$ cat src/rtl/spi_slave_param.sv
// spi_slave_param: SPI slave front-end that receives a CMD_W+DATA_W bit command word
// and shifts out a DATA_W bit read response after a tx_valid handshake.
//   clk, rst       : clock, asynchronous active-high reset
//   ss_n, mosi     : active-low select, serial input (MSB first)
//   tx_valid/data  : read response handshake, honoured only while waiting for it
//   miso           : serial output (MSB first), 0 when not shifting
//   rx_data/valid  : last complete word and its one-cycle strobe
//   busy           : state is not IDLE
//   frame_err      : one-cycle strobe after an aborted frame; only generated when
//                    SPI_SLAVE_PARAM_FRAME_ERR_EN is defined, otherwise tied to 0
module spi_slave_param #(
    parameter int DATA_W = 8,
    parameter int CMD_W  = 2
) (
    input  logic                      clk,
    input  logic                      rst,
    input  logic                      ss_n,
    input  logic                      mosi,
    input  logic                      tx_valid,
    input  logic [DATA_W-1:0]         tx_data,
    output logic                      miso,
    output logic [CMD_W+DATA_W-1:0]   rx_data,
    output logic                      rx_valid,
    output logic                      busy,
    output logic                      frame_err
);
    localparam int N  = CMD_W + DATA_W;
    localparam int CW = $clog2(N + 1);
    localparam logic [CW-1:0] CNT_LAST = CW'(N - 1);
    localparam logic [CW-1:0] CNT_TX   = CW'(DATA_W);

    typedef enum logic [2:0] {
        IDLE, CHK_CMD, WRITE, READ_ADD, READ_DATA, TX_WAIT, TX_SHIFT, DONE
    } state_t;

    state_t             state_q, state_d;
    logic [CW-1:0]      cnt_q, cnt_d;
    logic [N-2:0]       sr_q, sr_d;
    logic [N-1:0]       rx_data_q, rx_data_d;
    logic               rx_valid_q, rx_valid_d;
    logic [DATA_W-1:0]  tx_sr_q, tx_sr_d;
    logic               miso_q, miso_d;
    logic               rd_seen_q, rd_seen_d;
    logic [N-1:0]       shift;

    // The N-1 bit holding register plus the live mosi bit form the full word.
    assign shift = {sr_q, mosi};

    always_comb begin
        state_d    = state_q;
        cnt_d      = cnt_q;
        sr_d       = sr_q;
        rx_data_d  = rx_data_q;
        rx_valid_d = 1'b0;
        tx_sr_d    = tx_sr_q;
        miso_d     = 1'b0;
        rd_seen_d  = rd_seen_q;
        // Deselect wins over everything else, so an aborted frame never commits.
        if (state_q != IDLE && ss_n) begin
            state_d = IDLE;
            cnt_d   = '0;
        end else begin
            case (state_q)
                IDLE: if (!ss_n) begin
                    state_d = CHK_CMD;
                    cnt_d   = '0;
                end
                CHK_CMD: begin
                    sr_d    = shift[N-2:0];
                    cnt_d   = cnt_q + 1'b1;
                    state_d = !mosi ? WRITE : (rd_seen_q ? READ_DATA : READ_ADD);
                end
                WRITE, READ_ADD, READ_DATA: begin
                    sr_d  = shift[N-2:0];
                    cnt_d = cnt_q + 1'b1;
                    if (cnt_q == CNT_LAST) begin
                        rx_data_d  = shift;
                        rx_valid_d = 1'b1;
                        state_d    = (state_q == READ_DATA) ? TX_WAIT : DONE;
                        rd_seen_d  = rd_seen_q | (state_q == READ_ADD);
                    end
                end
                TX_WAIT: if (tx_valid) begin
                    miso_d  = tx_data[DATA_W-1];
                    tx_sr_d = tx_data << 1;
                    cnt_d   = CW'(1);
                    state_d = TX_SHIFT;
                end
                TX_SHIFT: begin
                    // cnt_q counts bits already presented on miso.
                    if (cnt_q == CNT_TX) begin
                        state_d   = DONE;
                        rd_seen_d = 1'b0;
                    end else begin
                        miso_d  = tx_sr_q[DATA_W-1];
                        tx_sr_d = tx_sr_q << 1;
                        cnt_d   = cnt_q + 1'b1;
                    end
                end
                default: ;
            endcase
        end
    end

`ifdef SPI_SLAVE_PARAM_FRAME_ERR_EN
    logic frame_err_q, frame_err_d;

    // DONE has completed its work, so deselecting there is a normal end of frame.
    assign frame_err_d = ss_n && state_q != IDLE && state_q != DONE;
    assign frame_err   = frame_err_q;

    always_ff @(posedge clk or posedge rst) begin
        if (rst) frame_err_q <= 1'b0;
        else     frame_err_q <= frame_err_d;
    end
`else
    assign frame_err = 1'b0;
`endif

    always_ff @(posedge clk or posedge rst) begin
        if (rst) begin
            state_q    <= IDLE;
            cnt_q      <= '0;
            sr_q       <= '0;
            rx_data_q  <= '0;
            rx_valid_q <= 1'b0;
            tx_sr_q    <= '0;
            miso_q     <= 1'b0;
            rd_seen_q  <= 1'b0;
        end else begin
            state_q    <= state_d;
            cnt_q      <= cnt_d;
            sr_q       <= sr_d;
            rx_data_q  <= rx_data_d;
            rx_valid_q <= rx_valid_d;
            tx_sr_q    <= tx_sr_d;
            miso_q     <= miso_d;
            rd_seen_q  <= rd_seen_d;
        end
    end

    assign miso     = miso_q;
    assign rx_data  = rx_data_q;
    assign rx_valid = rx_valid_q;
    assign busy     = state_q != IDLE;
endmodule
$ cat config.mk
export PLATFORM = sky130hd
export DESIGN_NAME = spi_slave_param
export DESIGN_NICKNAME = d
export VERILOG_FILES = /design/src/rtl/spi_slave_param.sv
export SDC_FILE = /design/constraint.sdc
export NUM_CORES = 1
export LEC_CHECK = 0
export CAP_MARGIN = 30
export CORE_AREA = 4 4 90 75
export DETAILED_ROUTE_END_ITERATION = 10
export DIE_AREA = 0 0 94 79
export SLEW_MARGIN = 15
export SYNTH_ARGS = -nofsm -noshare
export SYNTH_HDL_FRONTEND = slang
export SYNTH_SLANG_ARGS = --single-unit
export TNS_END_PERCENT = 5
$ cat constraint.sdc
create_clock -name clk -period 3.3 [get_ports clk]
set_clock_uncertainty 0.1 [all_clocks]
set_input_delay 0.66 -clock clk [delete_from_list [all_inputs] [get_ports clk]]
set_output_delay 0.66 -clock clk [all_outputs]
set_load 0.03 [all_outputs]
==> metrics.yaml, run 1 <==
clock_tree:
  clkTransAtPathRegs_ps: 70
  cts_inserted_buffers: 5
  htreeDepth: 2
  clock_path_buffers: 2
  clock-root-buffer: "clkbuf_8"
  clock_latency_ps: 280
  postCtsSetupBuffers: 0
  cts_sinks: 36
  cts_hold_buf: 0
  cts_tree: "done"
  ctsResizeCount: 0
route:
  vias_per_cell: 4.49
  totalWireLength_um: 3200
  post-route-drc-count: 0
  dr.pass1.iters: 4
  vias: 1117
  drt-initial-drc-count: 69
  antenna_left: 0
  wl_per_cell_um: 12.8
worst_setup_path:
  setup.worst_path.start: "state_q[0]"
  end_kind: "output pin"
  critPathRequiredTime_ps: 2540
  arrival_ps: 1880
  r2r-start: "state_q[0]"
  worstSetupStartpointType: "flop"
  cp_max_fo: 12
  critPathKind: "reg2out"
placed_design:
  place_congestion: 0.749
  detailedPlace.worstSlack_ps: 739
  io_buffers: 25
  place_hpwl_um: 2230
grt:
  grt_max_degree: 37
  globalRouteOverflowTotal: 0
  grt_pass1_vias: 1055
  grt_pass1_wl_um: 5380
  track_usage_pct: 9.36
  antenna_found_initial: 0
floorplanning:
  rows: 25
  initial_core_util_pct: 29.6
  core_um2: 5820
  io_pins: 27
  die_h_um: 79
  die_w_um: 94
  dieArea_um2: 7430
timing:
  slew_headroom_pct: 64.3
  period_needed_ps: 2640
  rsz0062_at_grt: "no"
  finalHoldViolCount: 0
  tightest_slew_ps: 536
  timing.fmax_mhz: 378
  drv_slew: 0
  setup_ws_ps: 656
  min_period_over_period_pct: 80.1
  setup_tns_ps: 0
  setup_viol: 0
synthesis:
  synth_top_area_share_pct: 52.2
  synthDistinctLibCells: 37
  synth_top_area_cell: "dfrtp_1"
  syn_inst: 141
  syn_nets: 157
  synth_warnings: 0
  synth_area_leaders: "dfrtp_1 52%, mux2_2 20%, ha_1 2.2%"
  avgSynthCellArea_um2: 12.2
  synth_edf_count: 0
  synth_area_um2: 1720
  yosysSeqAreaShare_pct: 52.2
  synthArstFlopShare_pct: 100
  synthFlopType: "dfrtp_1"
  synth-seq-cells: 36
min_path:
  hp-start: "tx_sr_q[3]"
  hp-class: "reg2reg"
power:
  cellPowerDensity_nw_per_um2: 699
  vdd_ir_drop_max_uv: 232
  power.total_w: 0.00149
  total_leakage_power_nw: 0.957
layout:
  drive_gt1_share_pct: 27.4
  layout.nets: 183
  antenna-diode-count: 0
  area.growth.synth_to_final_pct: 23.4
status:
  outcome: "finished clean"
run:
  cap_violations: 0
-- through the flow --
stage	area, µm²	std cells	hold slack [ps]	util (%)
3_3_place_gp	2030	241	387	34.9
3_5_place_dp	2030	241	394	34.9
4_1_cts	2130	249	411	36.6
5_1_grt	2130	249	426	36.6
6_report	2130	249	404	36.6
2_1_floorplan	1720	141	368	-
-- sequential cells by signal, summed over array words and instances, names as in the netlist --
signal and cells:
rx_data 10, sr_q 9, rd_seen_q 1, miso 1
tx_sr_q 7, cnt_q 4, rx_valid 1, state_q 3
-- cell families (layout without fill, tap and decap cells) --
| family | after synthesis | count (layout) | share of synthesized area, % |
|---|---|---|---|
| buffers and inverters | 16 | 43 | 4.86 |
| muxes | 33 | 33 | 21.3 |
| and+or+nand+nor | 29 | 29 | 9.80 |
| other | 1 | 1 | 0.217 |
| AOI/OAI and AO/OA | 23 | 23 | 9.36 |
| DFF | 36 | 36 | 52.2 |
| adders and majority gates | 3 | 3 | 2.18 |
-- per-layer routing --
metal | GRT usage [%] | share of wire [%] | wire length, µm
met3 | 3.60 | 5.9 | 188
met4 | 2.60 | 1.3 | 40
met1 | 13.5 | 52 | 1660
met5 | 0 | 0 | 0
met2 | 12.9 | 41 | 1310
-- cell type report --
type / count / area (µm²)
fill: 597 / 3690
clock inverter: 1 / 7.51
tap: 81 / 101
sequential: 36 / 901
multi-input combinational: 89 / 739
inverter: 9 / 33.8
timing repair buffer: 26 / 258
clock buffer: 7 / 86.3
-- worst paths after layout --
path	end	slack, ps	cells after the start
max	busy	660	2
min	tx_sr_q[3]	400	1
max reg2reg	tx_sr_q[4]	1310	4
min reg2reg	tx_sr_q[3]	400	1
max in group asynchronous	tx_sr_q[2]	2100	3
min in group asynchronous	rx_data[9]	690	3
-- critical path, cell delays in order, from the launching register on --
cell	delay [ps]
dfrtp_1	500
or3_4	480
clkdlybuf4s50_1	620
-- placed cells by master, fill, tap and decap left out, types with 3 or more instances in the layout --
| cell | count |
|---|---|
| dfrtp_1 | 36 |
| nand3_1 | 5 |
| clkbuf_8 | 6 |
| a21oi_1 | 4 |
| clkdlybuf4s50_1 | 25 |
| ha_1 | 3 |
| nand2_1 | 8 |
| mux2i_1 | 3 |
| inv_1 | 9 |
| mux2_2 | 30 |
| nor2_1 | 5 |
| a31oi_1 | 3 |
-- power breakdown --
part,switching (W),internal (W)
Clock,0.000155,0.000170
Combinational,0.000220,0.000255
Sequential,0.000117,0.000571
-- Yosys cell counts, drive strengths merged, types with 3 or more instances --
master / count
inv: 9
a21oi: 4
dfrtp: 36
nand3: 5
mux2: 30
a31oi: 3
o21ai: 4
nor2: 6
ha: 3
buf: 7
mux2i: 3
nand2: 9
No activity file was read; power rests on OpenSTA's default activity.
==> run 2: changes to the inputs <==
==> constraint.sdc (replaced) <==
create_clock -name clk -period 2.4 [get_ports clk]
set_clock_uncertainty 0.1 [all_clocks]
set_input_delay 0.48 -clock clk [delete_from_list [all_inputs] [get_ports clk]]
set_output_delay 0.48 -clock clk [all_outputs]
set_load 0.03 [all_outputs]
==> run 2 against run 1 <==
Compared with the run above:
- sequential share of layout area shrank 0.90 points
- sequential power grew 30%
- setup slack lost 570 ps
- sequential cell count is the same
- clock-buffer cell count grew 1
- register-to-register slack lost 830 ps
- cell count grew 2.0%
- critical path type unchanged
- global-route usage shrank 0.26 points
- largest power group unchanged
==> metrics.yaml, run 2 (same netlist as run 1, synthesis figures left out) <==
timing:
  min_period_over_period_pct: 96.2
  setup_viol: 0  # unchanged
  finalHoldViolCount: 0  # unchanged
  setup_tns_ps: 0  # unchanged
  drv_slew: 0  # unchanged
  setup_ws_ps: 91.4  # -565 ps
  period_needed_ps: 2310
  rsz0062_at_grt: "no"
  timing.fmax_mhz: 433
placed_design:
  io_buffers: 25  # unchanged
  dp.cells: 246  # +2.1%
  detailedPlace.worstSlack_ps: 218  # -520 ps
  place_hpwl_um: 2330  # +4.5%
  place_congestion: 0.831  # +11%
worst_setup_path:
  arrival_ps: 1730  # -150 ps
  r2r_cells: 5  # +1
  r2r-start: "state_q[0]"
  cp_max_fo: 7  # -5
  r2r_slack_ps: 480  # -830 ps
  worstSetupStartpointType: "flop"
  critical-path-max-stage-delay_ps: 620  # about the same
  r2r_end: "tx_sr_q[7]"
  crit_slowest_cell: "clkdlybuf4s50_1"
  critPathKind: "reg2out"
  end_kind: "output pin"
  critPathRequiredTime_ps: 1820  # -720 ps
  worstPathCellList: "or3_4, clkdlybuf4s50_1"
route:
  totalWireLength_um: 3210  # +0.28%
  vias_per_cell: 4.57  # +1.9%
  drt-initial-drc-count: 32  # -54%
  antenna_left: 0  # unchanged
  wl_per_cell_um: 12.6  # -1.7%
  post-route-drc-count: 0  # unchanged
  dr.pass1.iters: 4  # unchanged
  vias: 1161  # +3.9%
layout:
  antenna-diode-count: 0  # unchanged
  layout.nets: 188  # +2.7%
  drive_gt1_share_pct: 28.9  # +1.5 points
  fin_cells: 254  # +2.0%
  mostFrequentLayoutCells: "36 x dfrtp_1, 30 x mux2_2, 25 x clkdlybuf4s50_1"
  fin_util_pct: 37.4  # +0.80 points
  final_common_cell: "dfrtp_1"
  fillers: 598  # +0.17%
  area.growth.synth_to_final_pct: 26.1
  largest_reg_flops: 10  # unchanged
floorplanning:
  core_um2: 5820  # unchanged
  io_pins: 27  # unchanged
  die_w_um: 94  # unchanged
  rows: 25  # unchanged
  die_h_um: 79  # unchanged
  dieArea_um2: 7430  # unchanged
  initial_core_util_pct: 29.6  # unchanged
min_path:
  hp-start: "tx_sr_q[3]"
  hold_depth: 1  # unchanged
  hp-class: "reg2reg"
  holdPathEnd: "tx_sr_q[3]"
grt:
  met2_usage_pct: 13.5  # +0.57 points
  met1_usage_pct: 12.2  # -1.3 points
  grt_pass1_wl_um: 5350  # -0.65%
  track_usage_pct: 9.10  # -0.26 points
  busiest_layer: "met2"
  antenna_found_initial: 0  # unchanged
  globalRouteOverflowTotal: 0  # unchanged
  grt.met3_usage_pct: 3.60  # unchanged
  grt_pass1_vias: 1149  # +8.9%
  grt_max_degree: 37  # unchanged
clock_tree:
  clock-root-buffer: "clkbuf_8"
  cts_sinks: 36  # unchanged
  cts_tree: "done"
  ctsResizeCount: 0  # unchanged
  clkTransAtPathRegs_ps: 70  # about the same
  htreeDepth: 2  # unchanged
  cts_hold_buf: 0  # unchanged
  cts_inserted_buffers: 5  # unchanged
  postCtsSetupBuffers: 0  # unchanged
  clock_latency_ps: 280  # about the same
  clock_path_buffers: 2  # unchanged
power:
  combPwrFrac_pct: 36.5  # +4.5 points
  power.switching_w: 0.000669  # +36%
  pwr-share-clk_pct: 20.5  # -1.3 points
  internal_power_w: 0.00141  # +42%
  power.share.sequential_pct: 43.0  # -3.2 points
  cellPowerDensity_nw_per_um2: 956  # +37%
  netSwitchingFraction_pct: 32.2  # -0.87 points
  total_leakage_power_nw: 0.989  # +3.4%
  vdd_ir_drop_max_uv: 345  # +49%
status:
  outcome: "finished clean"
run:
  cap_violations: 0  # unchanged
[run 2: per-layer routing]
metal | vias up | wire (µm) | part of all wire [%]
met5 | - | 0 | 0
met2 | 27 | 1380 | 43
met1 | 569 | 1630 | 51
met3 | 4 | 170 | 5.3
li1 | 561 | - | -
met4 | 0 | 23 | 0.72
[run 2: final cells by class]
type	count	area, µm²	share of cell area [%]
inverters	9	33.8	1.55
flip-flops and latches	36	901	41.5
clock buffers	8	90.1	4.15
multi-input cells	89	739	34.0
well taps	81	101	4.66
repair buffers	31	308	14.2
[run 2: worst max path at each step]
stage	startpoint	endpoint	slack, ps
5_1_grt	state_q[2]	busy	40
4_1_cts	state_q[2]	busy	70
6_report	state_q[2]	busy	90
2_1_floorplan	state_q[2]	cnt_q[2]	620
3_5_place_dp	ss_n	rx_data[0]	220
3_3_place_gp	ss_n	rx_data[7]	240
[run 2: power by group through the flow]
stage	logic (W)	clock network [W]	registers, W
floorplan	0.000617	0	0.000876
global placement	0.000741	0	0.000907
detailed placement	0.000758	0	0.000911
CTS	0.000764	0.000445	0.000900
global route	0.000828	0.000471	0.000922
finish	0.000758	0.000426	0.000894
[run 2: metrics by stage]
| stage | total power [W] | hold slack, ps | instance area, µm² |
|---|---|---|---|
| after global routing | 0.00222 | 415 | 2170 |
| after floorplan | 0.00149 | 368 | 1720 |
| after detailed placement | 0.00167 | 392 | 2080 |
| final | 0.00208 | 400 | 2170 |
| after global placement | 0.00165 | 384 | 2080 |
| after CTS | 0.00211 | 407 | 2170 |
[run 2: critical path, delay by kind of cell, from the launching register on]
kind / cells / cell delay, ps
buffers and inverters: 1 / 620
and+or+nand+nor: 1 / 450
DFF: 1 / 380
